**config.mk**
```make
export PLATFORM = sky130hd
export DESIGN_NAME = ifu
export DESIGN_NICKNAME = d
export VERILOG_FILES = /design/src/rtl/ifu_pkg.sv /design/src/rtl/ifu_hit_buf.sv /design/src/rtl/ifu.sv
export SDC_FILE = /design/constraint.sdc
export NUM_CORES = 1
export LEC_CHECK = 0
export CAP_MARGIN = 20
export CELL_PAD_IN_SITES_DETAIL_PLACEMENT = 1
export CELL_PAD_IN_SITES_GLOBAL_PLACEMENT = 1
export CORE_MARGIN = 2
export CORE_UTILIZATION = 28
export CTS_CLUSTER_DIAMETER = 120
export DETAILED_ROUTE_END_ITERATION = 10
export PLACE_DENSITY_LB_ADDON = 0.1
export SLEW_MARGIN = 20
export SYNTH_ARGS = -nofsm -noshare
export SYNTH_HDL_FRONTEND = slang
export SYNTH_SLANG_ARGS = --single-unit
```
**constraint.sdc**
```tcl
create_clock -name clk -period 1.8 [get_ports clk]
set_input_delay 0.36 -clock clk [delete_from_list [all_inputs] [get_ports clk]]
set_output_delay 0.36 -clock clk [all_outputs]
set_load 0.02 [all_outputs]
```
**src/rtl/ifu_pkg.sv**
```systemverilog
// Shared types and constants for the instruction fetch unit.
package ifu_pkg;

    typedef enum logic [1:0] {
        IDLE = 2'd0,
        AR   = 2'd1,
        RD   = 2'd2,
        RESP = 2'd3
    } ifu_state_e;

    localparam logic [1:0]  RESP_OKAY = 2'b00;
    localparam logic [31:0] NOP_INST  = 32'h00000013;

endpackage

```
**src/rtl/ifu_hit_buf.sv**
```systemverilog
// Single-entry {tag, word, valid} instruction buffer used by ifu when IFU_HIT_BUF_EN is defined.
module ifu_hit_buf
    import ifu_pkg::*;
#(
    parameter int ADDR_WIDTH = 32,
    parameter int DATA_WIDTH = 32
) (
    input  logic                  clk,
    input  logic                  rst,
    input  logic                  fill,
    input  logic [ADDR_WIDTH-1:0] fill_addr,
    input  logic [DATA_WIDTH-1:0] fill_data,
    input  logic                  flush,
    input  logic [ADDR_WIDTH-1:0] lookup_addr,
    output logic                  hit,
    output logic [DATA_WIDTH-1:0] hit_data
);

    logic                  valid;
    logic [ADDR_WIDTH-1:0] tag;
    logic [DATA_WIDTH-1:0] word;

    // A flush coinciding with a fill wins: after fence.i nothing older may survive.
    always_ff @(posedge clk) begin
        if (rst) begin
            valid <= 1'b0;
            tag   <= '0;
            word  <= '0;
        end else if (flush) begin
            valid <= 1'b0;
        end else if (fill) begin
            valid <= 1'b1;
            tag   <= fill_addr;
            word  <= fill_data;
        end
    end

    // A flush in the lookup cycle already suppresses the hit.
    assign hit      = valid && !flush && (lookup_addr == tag);
    assign hit_data = word;

endmodule

```
**src/rtl/ifu.sv**
```systemverilog
// Instruction fetch unit: one fetch at a time over a valid/ready read bus, with fault reporting.
// Optional single-entry hit buffer enabled by defining IFU_HIT_BUF_EN.
module ifu
    import ifu_pkg::*;
#(
    parameter int                    ADDR_WIDTH = 32,
    parameter int                    DATA_WIDTH = 32,
    parameter logic [DATA_WIDTH-1:0] RESET_INST = NOP_INST
) (
    input  logic                  clk,
    input  logic                  rst,
    input  logic [ADDR_WIDTH-1:0] pc,
    input  logic                  fetch_req,
    input  logic                  flush,
    output logic [DATA_WIDTH-1:0] inst,
    output logic                  inst_valid,
    output logic                  fetch_fault,
    output logic                  busy,
    output logic                  imem_arvalid,
    output logic [ADDR_WIDTH-1:0] imem_araddr,
    input  logic                  imem_arready,
    input  logic                  imem_rvalid,
    input  logic [DATA_WIDTH-1:0] imem_rdata,
    input  logic [1:0]            imem_rresp,
    output logic                  imem_rready
);

    // Bus handshake: a beat transfers on any rising edge where valid and ready are both high;
    // the master holds arvalid/araddr unchanged from assertion until that edge.
    ifu_state_e            state, state_next;
    logic                  fault;
    logic                  misaligned;
    logic                  hit;
    logic [DATA_WIDTH-1:0] hit_data;
    logic                  rsp_okay;

    assign misaligned = (pc[1:0] != 2'b00);
    assign rsp_okay   = (imem_rresp == RESP_OKAY);

`ifdef IFU_HIT_BUF_EN
    logic buf_fill;

    assign buf_fill = (state == RD) && imem_rvalid && rsp_okay;

    ifu_hit_buf #(
        .ADDR_WIDTH (ADDR_WIDTH),
        .DATA_WIDTH (DATA_WIDTH)
    ) u_hit_buf (
        .clk         (clk),
        .rst         (rst),
        .fill        (buf_fill),
        .fill_addr   (imem_araddr),
        .fill_data   (imem_rdata),
        .flush       (flush),
        .lookup_addr (pc),
        .hit         (hit),
        .hit_data    (hit_data)
    );
`else
    logic unused_flush;

    assign unused_flush = flush;
    assign hit          = 1'b0;
    assign hit_data     = '0;
`endif

    always_ff @(posedge clk) begin
        if (rst) begin
            state <= IDLE;
        end else begin
            state <= state_next;
        end
    end

    always_comb begin
        state_next = state;
        case (state)
            IDLE: begin
                if (fetch_req) begin
                    state_next = (misaligned || hit) ? RESP : AR;
                end
            end
            AR: begin
                if (imem_arready) begin
                    state_next = RD;
                end
            end
            RD: begin
                if (imem_rvalid) begin
                    state_next = RESP;
                end
            end
            RESP:    state_next = IDLE;
            default: state_next = IDLE;
        endcase
    end

    // inst only changes on an OKAY bus response or a buffer hit; faults leave it untouched.
    always_ff @(posedge clk) begin
        if (rst) begin
            inst        <= RESET_INST;
            fault       <= 1'b0;
            imem_araddr <= '0;
        end else begin
            case (state)
                IDLE: begin
                    if (fetch_req) begin
                        fault <= misaligned;
                        if (!misaligned && hit) begin
                            inst <= hit_data;
                        end else if (!misaligned) begin
                            imem_araddr <= pc;
                        end
                    end
                end
                RD: begin
                    if (imem_rvalid) begin
                        fault <= !rsp_okay;
                        if (rsp_okay) begin
                            inst <= imem_rdata;
                        end
                    end
                end
                default: ;
            endcase
        end
    end

    assign busy         = (state != IDLE);
    assign imem_arvalid = (state == AR);
    assign imem_rready  = (state == RD);
    assign inst_valid   = (state == RESP);
    assign fetch_fault  = (state == RESP) && fault;

endmodule
```
==> flow_summary_export.csv, run 1 <==
group,metric,value,unit
sta,fin_crit,1682,ps
power_and_ir_drop,combPwrFrac,0.266,
grt,grt_max_degree,41,
setup_path,required,1440,ps
setup_path,r2r_slack,280,ps
die,coreArea,0.009328,mm^2
sta,finalClockSkew,6.753,ps
routing,post_drt_wl_per_cell,14.08,um
placement,portBuffers,139,
setup_path,worstReg2RegStart,"state[0]$_SDFFE_PP0P_",
power_and_ir_drop,power.leakage,1.554,nW
routing,num_vias,2549,
layout,syn2layout_area_growth,63.48,%
routing,first_pass_iters,4,
setup_path,arrival,1320,ps
setup_path,critPathSlowestCell,"dfxtp_2",
setup_path,startpoint,"state[0]$_SDFFE_PP0P_",
placement,dp.cells,566,
sta,timing.hold.ws,389.7,ps
setup_path,cp_max_fo,4,
setup_path,crit_cells,3,
routing,drt_iter0_drc,71,
synthesis,async_flop_share,0,
status,outcome,"completed",
layout,final_cell_count_no_fill,582,
setup_path,critPathTopFamily,"flip-flops",
sta,tightest_slew,272.8,ps
synthesis,syn_area_per_cell,8.787,um^2
synthesis,synthesis.area,0.002706,mm^2
setup_path,ff2ff_path_depth,6,
setup_path,path_class,"reg2out",
synthesis,synth_top_cell_area_share,0.4956,
synthesis,synth_edf_count,0,
clocking,clock_tree.root_cell,"clkbuf_8",
power_and_ir_drop,p_int,2.775,mW
setup_path,crit_path_end_kind,"primary output",
sta,setup_viol,0,
die,std_cell_rows,35,
flow_run,max_cap_viol_count,0,
power_and_ir_drop,swShare,0.2925,
grt,antenna_found_initial,0,
synthesis,ys_seq_area_frac,0.4956,
power_and_ir_drop,power.switching,1.147,mW
synthesis,synth_top_area_cell,"dfxtp_1",
clocking,cts_sinks,67,
clocking,clkTransAtPathRegs,70,ps
die,die_y,102.3,um
sta,fin_crit_sh,0.9344,
placement,pre_cts_ws,58.12,ps
setup_path,r2r_end,"state[0]$_SDFFE_PP0P_",
routing,drcViolationCount,0,
die,io_pins,141,
worst_hold_path,hp-class,"in2reg",
layout,finish.utilization,0.4743,
placement,place_hpwl,5920,um
clocking,numCtsBuffers,9,
placement,post_dp_cell_area,0.004232,mm^2
power_and_ir_drop,fin_total_pwr,3.922,mW
grt,grt_util_all_layers,0.1591,
grt,grt_remaining_overflow,0,
synthesis,synth_common_cells,"107 x nand2_1, 67 x dfxtp_1, 33 x a21oi_1",
sta,slew-limit-headroom,0.8182,
synthesis,netlist-cell-type-count,28,
sta,max_freq,594.6,MHz
layout,final_area,0.004424,mm^2
die,die_x,102.3,um
setup_path,cp.buffers_inverters,1,
routing,routed_wl,8196,um
layout,layout-drive-gt1-share,0.1722,
sta,slew_violations,0,
synthesis,ys_ff_latch,67,
layout,antenna_cells,0,
setup_path,endpoint,"fetch_fault",
synthesis,yosysWarnings,0,
sta,hold_violations,0,
layout,final_nets,526,
setup_path,critPathLaunchType,"flop",
clocking,cts_max_path_buffers,2,
die,start_util,0.2901,
power_and_ir_drop,power_density,886.5,mW/mm^2
sta,tns,0,ps
grt,grt_pass1_vias,2682,
grt,grt_pass1_wl,12930,um
routing,via_per_inst,4.380,
power_and_ir_drop,max-vdd-ir-drop,0.4429,mV
clocking,htreeDepth,3,
synthesis,synthesis.nets,386,
sta,finalWorstSetupSlack,118.1,ps
synthesis,synth_top_flop_cell,"dfxtp_1",
setup_path,max_stage_delay,340,ps
routing,antenna_left,0,
sta,rsz0062_at_grt,"false",
clocking,clkLatencyLatePin,340,ps
synthesis,syn_inst,308,
power_and_ir_drop,seqPwrFrac,0.416,
synthesis,synth.area.top_cells,"dfxtp_1 50%, nand2_1 15%, a21oi_2 8.7%, a21oi_1 6.1%, nand2_2 4.2%",
clocking,cts_tree,"yes",
synthesis,yosysMostFrequentCell,"nand2_1",
setup_path,crit_chain,"ha_1 > and2_1 > dlygate4sd2_1",
die,die_area,0.01047,mm^2
power_and_ir_drop,clkPwrFrac,0.318,
placement,place_congestion,0.7226,
[metal layers]
metal  vias up  share of wire  global-route usage
met4         0          0.014             0.05538
met3        10          0.072             0.04925
met2        84           0.49              0.2788
met5         -              0                   0
li1       1278              -                   -
met1      1177           0.43              0.1833
[cells by family (layout without fill, tap and decap cells)]
logic type	count (synthesis)	count (layout)	synth area share
AND/OR/NAND/NOR	142	142	0.2353
flip-flops	67	67	0.4956
AO/OA/AOI/OAI	66	66	0.1660
buffers and inverters	25	170	0.06749
adder cells (fa/ha/maj)	6	6	0.02774
multiplexers	2	2	0.007859
[worst min-delay path by stage]
stage | end | from | cells past startpoint
floorplan | inst[0]$_SDFFE_PP1P_ | imem_rdata[0] | 2
global placement | imem_araddr[9]$_SDFFE_PP0P_ | imem_araddr[9]$_SDFFE_PP0P_ | 2
detailed placement | imem_araddr[15]$_SDFFE_PP0P_ | imem_araddr[15]$_SDFFE_PP0P_ | 2
CTS | imem_araddr[28]$_SDFFE_PP0P_ | rst | 2
global route | imem_araddr[26]$_SDFFE_PP0P_ | rst | 2
finish | imem_araddr[28]$_SDFFE_PP0P_ | rst | 2
[registers in the layout (all words and copies together) (netlist names)]
| signal | count |
|---|---|
| fault | 1 |
| inst | 32 |
| state | 2 |
| imem_araddr | 32 |
[layout by cell type (no fill, tap or decap), types with 2 or more instances in the layout]
master	n
clkinv_2	3
buf_12	5
nor2_1	2
nand2_2	18
dfxtp_1	66
nand4bb_1	2
inv_1	4
ha_1	6
and3_1	2
nand3_1	4
clkbuf_8	10
nand2b_1	4
a21oi_2	27
a21oi_1	33
buf_4	6
dlygate4sd2_1	3
clkdlybuf4s50_1	133
o21ai_0	2
nand2_1	107
[power by group through the flow]
stage / sequential (mW) / clock (mW) / combinational (mW)
floorplan: 1.74 / 0 / 0.489
CTS: 1.63 / 1.31 / 1.06
finish: 1.63 / 1.25 / 1.04
global placement: 1.66 / 0 / 1.06
detailed placement: 1.67 / 0 / 1.08
global route: 1.64 / 1.37 / 1.14
[worst reg2reg max path, cell delays in order (launching register included)]
cell      delay, ps
dfxtp_2         360
inv_1           100
ha_1            230
buf_4           150
nand2b_1        140
nand3_1         140
o311a_1         300
[repair_timing]
action,4_1_cts,5_1_grt
setup endpoints to repair,5,2
hold endpoints to repair,0,0
hold buffers,0,0
setup buffers,0,0
gates resized for setup,7,2
[final cells by class]
type,instances,area [um^2]
fill,1116,4903
timing repair buffer,150,1529
sequential,67,1343
multi-input combinational,216,1182
tap,129,161.4
clock buffer,11,141.4
clock inverter,5,52.55
inverter,4,15.01
(Power assumes the default switching activity.)
==> inputs of run 2 (changes only) <==
==> constraint.sdc (replaced) <==
create_clock -name clk -period 1.8 [get_ports clk]
set_input_delay 0.27 -clock clk [delete_from_list [all_inputs] [get_ports clk]]
set_output_delay 0.27 -clock clk [all_outputs]
set_load 0.02 [all_outputs]
==> run 2 against run 1 <==
Compared with the run above: clock power is 14% higher; total power is 3.4% higher; combinational power is 5% lower; global-route usage is 0.50 points lower; clock-buffer cell count is 1 lower; via count is 0.86% higher; design area hardly changed; sequential power hardly changed; sequential share of layout area is 0.054 points higher; first-iteration DRC count is 45% lower; highest routed layer unchanged.
==> flow_summary_export.csv, run 2 (synthesis results as in run 1) <==
group,metric,value,unit
power_and_ir_drop,power.leakage,1.558,nW
power_and_ir_drop,max-vdd-ir-drop,0.5170,mV
setup_path,r2r_slack,310,ps
layout,finish.utilization,0.4739,
layout,layout-drive-gt1-share,0.1726,
clocking,cts_max_path_buffers,2,
layout,top_regs,"imem_araddr: 32 flops, inst: 32 flops, state: 2 flops",
placement,post_dp_cell_area,0.004199,mm^2
layout,final_cell_mix,"133 x clkdlybuf4s50_1, 107 x nand2_1, 65 x dfxtp_1",
grt,grt_util_all_layers,0.1541,
placement,place_congestion,0.7506,
flow_run,max_cap_viol_count,0,
setup_path,critPathTopFamily,"buffers and inverters",
die,start_util,0.2901,
sta,slew-limit-headroom,0.6351,
worst_hold_path,hp-class,"in2reg",
setup_path,cp.buffers_inverters,2,
setup_path,max_stage_delay,360,ps
routing,first_pass_iters,4,
sta,finalClockSkew,7.603,ps
grt,antenna_found_initial,0,
sta,max_freq,594.0,MHz
setup_path,crit_path_end_kind,"primary output",
setup_path,critPathSlowestCell,"dlygate4sd2_1",
power_and_ir_drop,fin_total_pwr,4.055,mW
grt,grt_pass1_vias,2640,
routing,drt_iter0_drc,39,
routing,post_drt_wl_per_cell,13.77,um
layout,final_cell_count_no_fill,581,
setup_path,cp_max_fo,5,
layout,syn2layout_area_growth,63.34,%
grt,grt_max_degree,43,
sta,hold_violations,0,
sta,timing.hold.ws,240.9,ps
sta,slew_violations,0,
sta,finalWorstSetupSlack,116.5,ps
clocking,clkTransAtPathRegs,80,ps
die,die_area,0.01047,mm^2
clocking,htreeDepth,3,
routing,routed_wl,8003,um
placement,dp.cells,565,
setup_path,path_class,"reg2out",
layout,antenna_cells,0,
setup_path,crit_chain,"inv_1 > ha_1 > dlygate4sd2_1",
placement,pre_cts_ws,161.2,ps
placement,place_hpwl,5888,um
die,std_cell_rows,35,
clocking,clkLatencyLatePin,330,ps
power_and_ir_drop,power_density,917.3,mW/mm^2
sta,rsz0062_at_grt,"false",
grt,grt_pass1_wl,12700,um
die,coreArea,0.009328,mm^2
layout,final_area,0.004420,mm^2
routing,via_per_inst,4.425,
sta,tns,0,ps
clocking,postCtsHoldBufs,0,
sta,setup_viol,0,
clocking,clock_tree.root_cell,"clkbuf_8",
sta,fin_crit,1684,ps
setup_path,arrival,1410,ps
status,outcome,"completed",
layout,final_nets,525,
sta,tightest_slew,547.4,ps
placement,portBuffers,139,
routing,num_vias,2571,
clocking,cts_sinks,67,
die,io_pins,141,
layout,mostFrequentLayoutCell,"clkdlybuf4s50_1",
clocking,post_cts_buffers,0,
routing,drcViolationCount,0,
setup_path,required,1530,ps
setup_path,critPathLaunchType,"flop",
layout,fillers,1109,
clocking,cts_tree,"yes",
die,die_y,102.3,um
grt,grt_remaining_overflow,0,
die,die_x,102.3,um
sta,fin_crit_sh,0.9353,
clocking,numCtsBuffers,9,
routing,antenna_left,0,
[run 2: cell count changes in the layout (fill, tap and decap cells not counted), sizes merged]
| cell | previous run | this run |
|---|---|---|
| clkdlybuf4s15 | 2 | 0 |
| dlygate4sd2 | 3 | 5 |
| buf | 12 | 11 |
| bufinv | 1 | 2 |
| clkbuf | 11 | 10 |
| clkinvlp | 1 | 0 |
| inv | 4 | 5 |
[run 2: worst register-to-register path, stage by stage (launching register included)]
cell      delay (ps)
dfxtp_2          350
inv_1             90
ha_1             220
buf_4            150
nand2b_1         140
nand3_1          130
o311a_1          300
[run 2: final timing paths]
path                               startpoint                      endpoint  depth (start not counted)
hold reg to reg   imem_araddr[5]$_SDFFE_PP0P_   imem_araddr[5]$_SDFFE_PP0P_                          2
setup / recovery        state[0]$_SDFFE_PP0P_                   imem_rready                          3
setup reg to reg        state[0]$_SDFFE_PP0P_         state[0]$_SDFFE_PP0P_                          6
hold / removal                            rst  imem_araddr[28]$_SDFFE_PP0P_                          2
[run 2: routing by layer]
| layer | routed length [um] | share of wire | track usage |
|---|---|---|---|
| met5 | 0 | 0 | 0 |
| met1 | 3430 | 0.43 | 0.1889 |
| met3 | 569 | 0.071 | 0.04172 |
| met2 | 3901 | 0.49 | 0.2616 |
| met4 | 101 | 0.013 | 0.05231 |
[run 2: what timing repair did]
action	in CTS	in global routing
endpoints found under the setup margin	5	2
gates cloned	0	0
resized for setup	5	2
[run 2: report_power, final]
group / internal [mW] / switching (mW)
logic: 0.493 / 0.497
registers: 1.58 / 0.0565
clock network: 0.821 / 0.607
total: 2.89 / 1.16
[run 2: cell type report]
type / count / area (um^2) / share of cell area
Clock buffer: 10 / 137.6 / 0.03114
Clock inverter: 6 / 87.58 / 0.01981
Inverter: 4 / 15.01 / 0.003397
Multi-Input combinational cell: 216 / 1182 / 0.2675
Sequential cell: 67 / 1344 / 0.3040
Tap cell: 129 / 161.4 / 0.03651
Timing Repair Buffer: 149 / 1493 / 0.3377
==> inputs of run 3 (changes only) <==
--- a/config.mk
+++ b/config.mk
@@ -8,7 +8,6 @@
 export CAP_MARGIN = 20
 export CELL_PAD_IN_SITES_DETAIL_PLACEMENT = 1
 export CELL_PAD_IN_SITES_GLOBAL_PLACEMENT = 1
-export CORE_MARGIN = 2
 export CORE_UTILIZATION = 28
 export CTS_CLUSTER_DIAMETER = 120
 export DETAILED_ROUTE_END_ITERATION = 10
==> run 3 against run 2 <==
Compared with the run above: wire length decreased by 0.70%; via count is essentially flat; worst setup slack better by 39 ps; cell count rose by 0.17%; clock power about the same; first-iteration DRC count fell by 21%; maximum frequency grew 2.3%; sequential share of layout area is 0.16 points lower; critical path type unchanged; largest power group unchanged.
==> flow_summary_export.csv, run 3 (synthesis results as in run 1) <==
group,metric,value,unit
clocking,cts_tree,"yes",
grt,grt_busiest_layer,"met2",
flow_run,max_cap_viol_count,0,
layout,final_cell_count_no_fill,582,
layout,antenna_cells,0,
sta,tns,0,ps
grt,grt_pass1_wl,12360,um
routing,post_drt_wl_per_cell,13.65,um
clocking,cts_sinks,67,
routing,antenna_left,0,
die,io_pins,141,
sta,fin_crit_sh,0.9139,
sta,slew_violations,0,
routing,routed_wl,7947,um
clocking,clock_tree.root_cell,"clkbuf_8",
layout,final_nets,526,
sta,max_freq,607.9,MHz
layout,mostFrequentLayoutCell,"clkdlybuf4s50_1",
worst_hold_path,hold_path_depth,2,
die,std_cell_rows,35,
clocking,numCtsBuffers,9,
clocking,cts_max_path_buffers,2,
power_and_ir_drop,clkPwrFrac,0.351,
status,outcome,"completed",
clocking,clkLatencyLatePin,330,ps
grt,grt_util_all_layers,0.1590,
placement,portBuffers,139,
worst_hold_path,min_to,"imem_araddr[29]$_SDFFE_PP0P_",
setup_path,startpoint,"state[0]$_SDFFE_PP0P_",
die,start_util,0.2915,
die,die_area,0.01006,mm^2
sta,slew-limit-headroom,0.8023,
setup_path,r2r_slack,290,ps
sta,setup_viol,0,
placement,post_dp_cell_area,0.004219,mm^2
setup_path,ff2ff_path_depth,6,
power_and_ir_drop,seqPwrFrac,0.401,
placement,dp.cells,566,
placement,place_hpwl,5746,um
grt,grt_pass1_vias,2531,
routing,num_vias,2573,
die,coreArea,0.009284,mm^2
setup_path,crit_path_end_kind,"primary output",
routing,first_pass_iters,4,
layout,final_area,0.004436,mm^2
grt,grt_remaining_overflow,0,
grt,grt_util_met1,0.1915,
sta,rsz0062_at_grt,"false",
setup_path,required,1530,ps
grt,grtUsageMet3,0.04109,
layout,syn2layout_area_growth,63.89,%
die,die_y,100.3,um
setup_path,critPathLaunchType,"flop",
setup_path,path_class,"reg2out",
placement,pre_cts_ws,139.9,ps
setup_path,worstReg2RegStart,"state[0]$_SDFFE_PP0P_",
power_and_ir_drop,max-vdd-ir-drop,0.3921,mV
sta,tightest_slew,296.5,ps
clocking,htreeDepth,3,
clocking,clkTransAtPathRegs,80,ps
sta,finalClockSkew,9.191,ps
routing,drcViolationCount,0,
grt,gr-usage-met2,0.2677,
power_and_ir_drop,power.leakage,1.558,nW
setup_path,cp_max_fo,4,
power_and_ir_drop,power.switching,1.176,mW
worst_hold_path,hp-class,"in2reg",
power_and_ir_drop,combPwrFrac,0.248,
setup_path,arrival,1370,ps
die,die_x,100.3,um
grt,grt_max_degree,33,
sta,hold_violations,0,
power_and_ir_drop,p_int,2.891,mW
power_and_ir_drop,swShare,0.2892,
routing,via_per_inst,4.421,
grt,antenna_found_initial,0,
routing,drt_iter0_drc,31,
placement,place_congestion,0.7554,
sta,finalWorstSetupSlack,155.0,ps
power_and_ir_drop,power_density,916.9,mW/mm^2
layout,final_cell_mix,"133 x clkdlybuf4s50_1, 107 x nand2_1, 67 x dfxtp_1",
setup_path,r2r_end,"imem_araddr[23]$_SDFFE_PP0P_",
layout,layout-drive-gt1-share,0.1722,
layout,top_regs,"imem_araddr: 32 flops, inst: 32 flops, state: 2 flops",
worst_hold_path,min_from,"rst",
sta,fin_crit,1645,ps
[run 3: cell count changes in the layout (fill, tap and decap cells not counted), sizes merged]
cell	change
dlygate4sd2	-1
inv	-1
clkbuf	+1
buf	+1
clkinv	-1
clkinvlp	+2
[run 3: timing repair]
item | in CTS | in global routing
setup buffers | 0 | 0
resized for setup | 5 | 2
hold buffers | 0 | 0
setup endpoints to repair | 5 | 1
[run 3: critical path, cell delays in order, from the launching register on]
cell	delay [ps]
dfxtp_1	380
inv_1	110
ha_1	220
dlygate4sd2_1	320
[run 3: cell type report]
cell class                 count  area, um^2
fill                        1099        4848
timing repair buffer         150        1509
sequential                    67        1341
multi-input combinational    216        1182
tap                          129       161.4
clock buffer                  10       137.6
clock inverter                 6       88.84
inverter                       4       15.01
[run 3: worst max path at each step]
stage               depth (start not counted)                 end  slack (ps)
CTS                                         4                busy          20
global placement                            4                busy         130
finish                                      3         imem_rready         160
detailed placement                          4                busy         140
floorplan                                   4  fault$_SDFFE_PP0P_         340
global route                                3         imem_rready          60
[run 3: power by group through the flow]
stage / registers, mW / logic [mW] / clock network, mW
after floorplan: 1.74 / 0.489 / 0
after global placement: 1.66 / 1.04 / 0
after detailed placement: 1.67 / 1.05 / 0
after CTS: 1.63 / 1.03 / 1.48
after global routing: 1.64 / 1.10 / 1.55
final: 1.63 / 1.01 / 1.43
[run 3: metrics by stage]
| stage | hold WS [ps] | power [mW] | util |
|---|---|---|---|
| 6_report | 300.1 | 4.067 | 0.4778 |
| 5_1_grt | 296.8 | 4.292 | 0.4778 |
| 4_1_cts | 293.7 | 4.143 | 0.4782 |
| 3_5_place_dp | 446.6 | 2.715 | 0.4544 |
| 3_3_place_gp | 440.5 | 2.699 | 0.4544 |
| 2_1_floorplan | 393.5 | 2.226 | - |
[run 3: per-layer routing]
layer	wire length, um	vias to the layer above
met5	0	-
met2	3831	77
met1	3553	1205
li1	-	1278
met4	158	0
met3	404	13
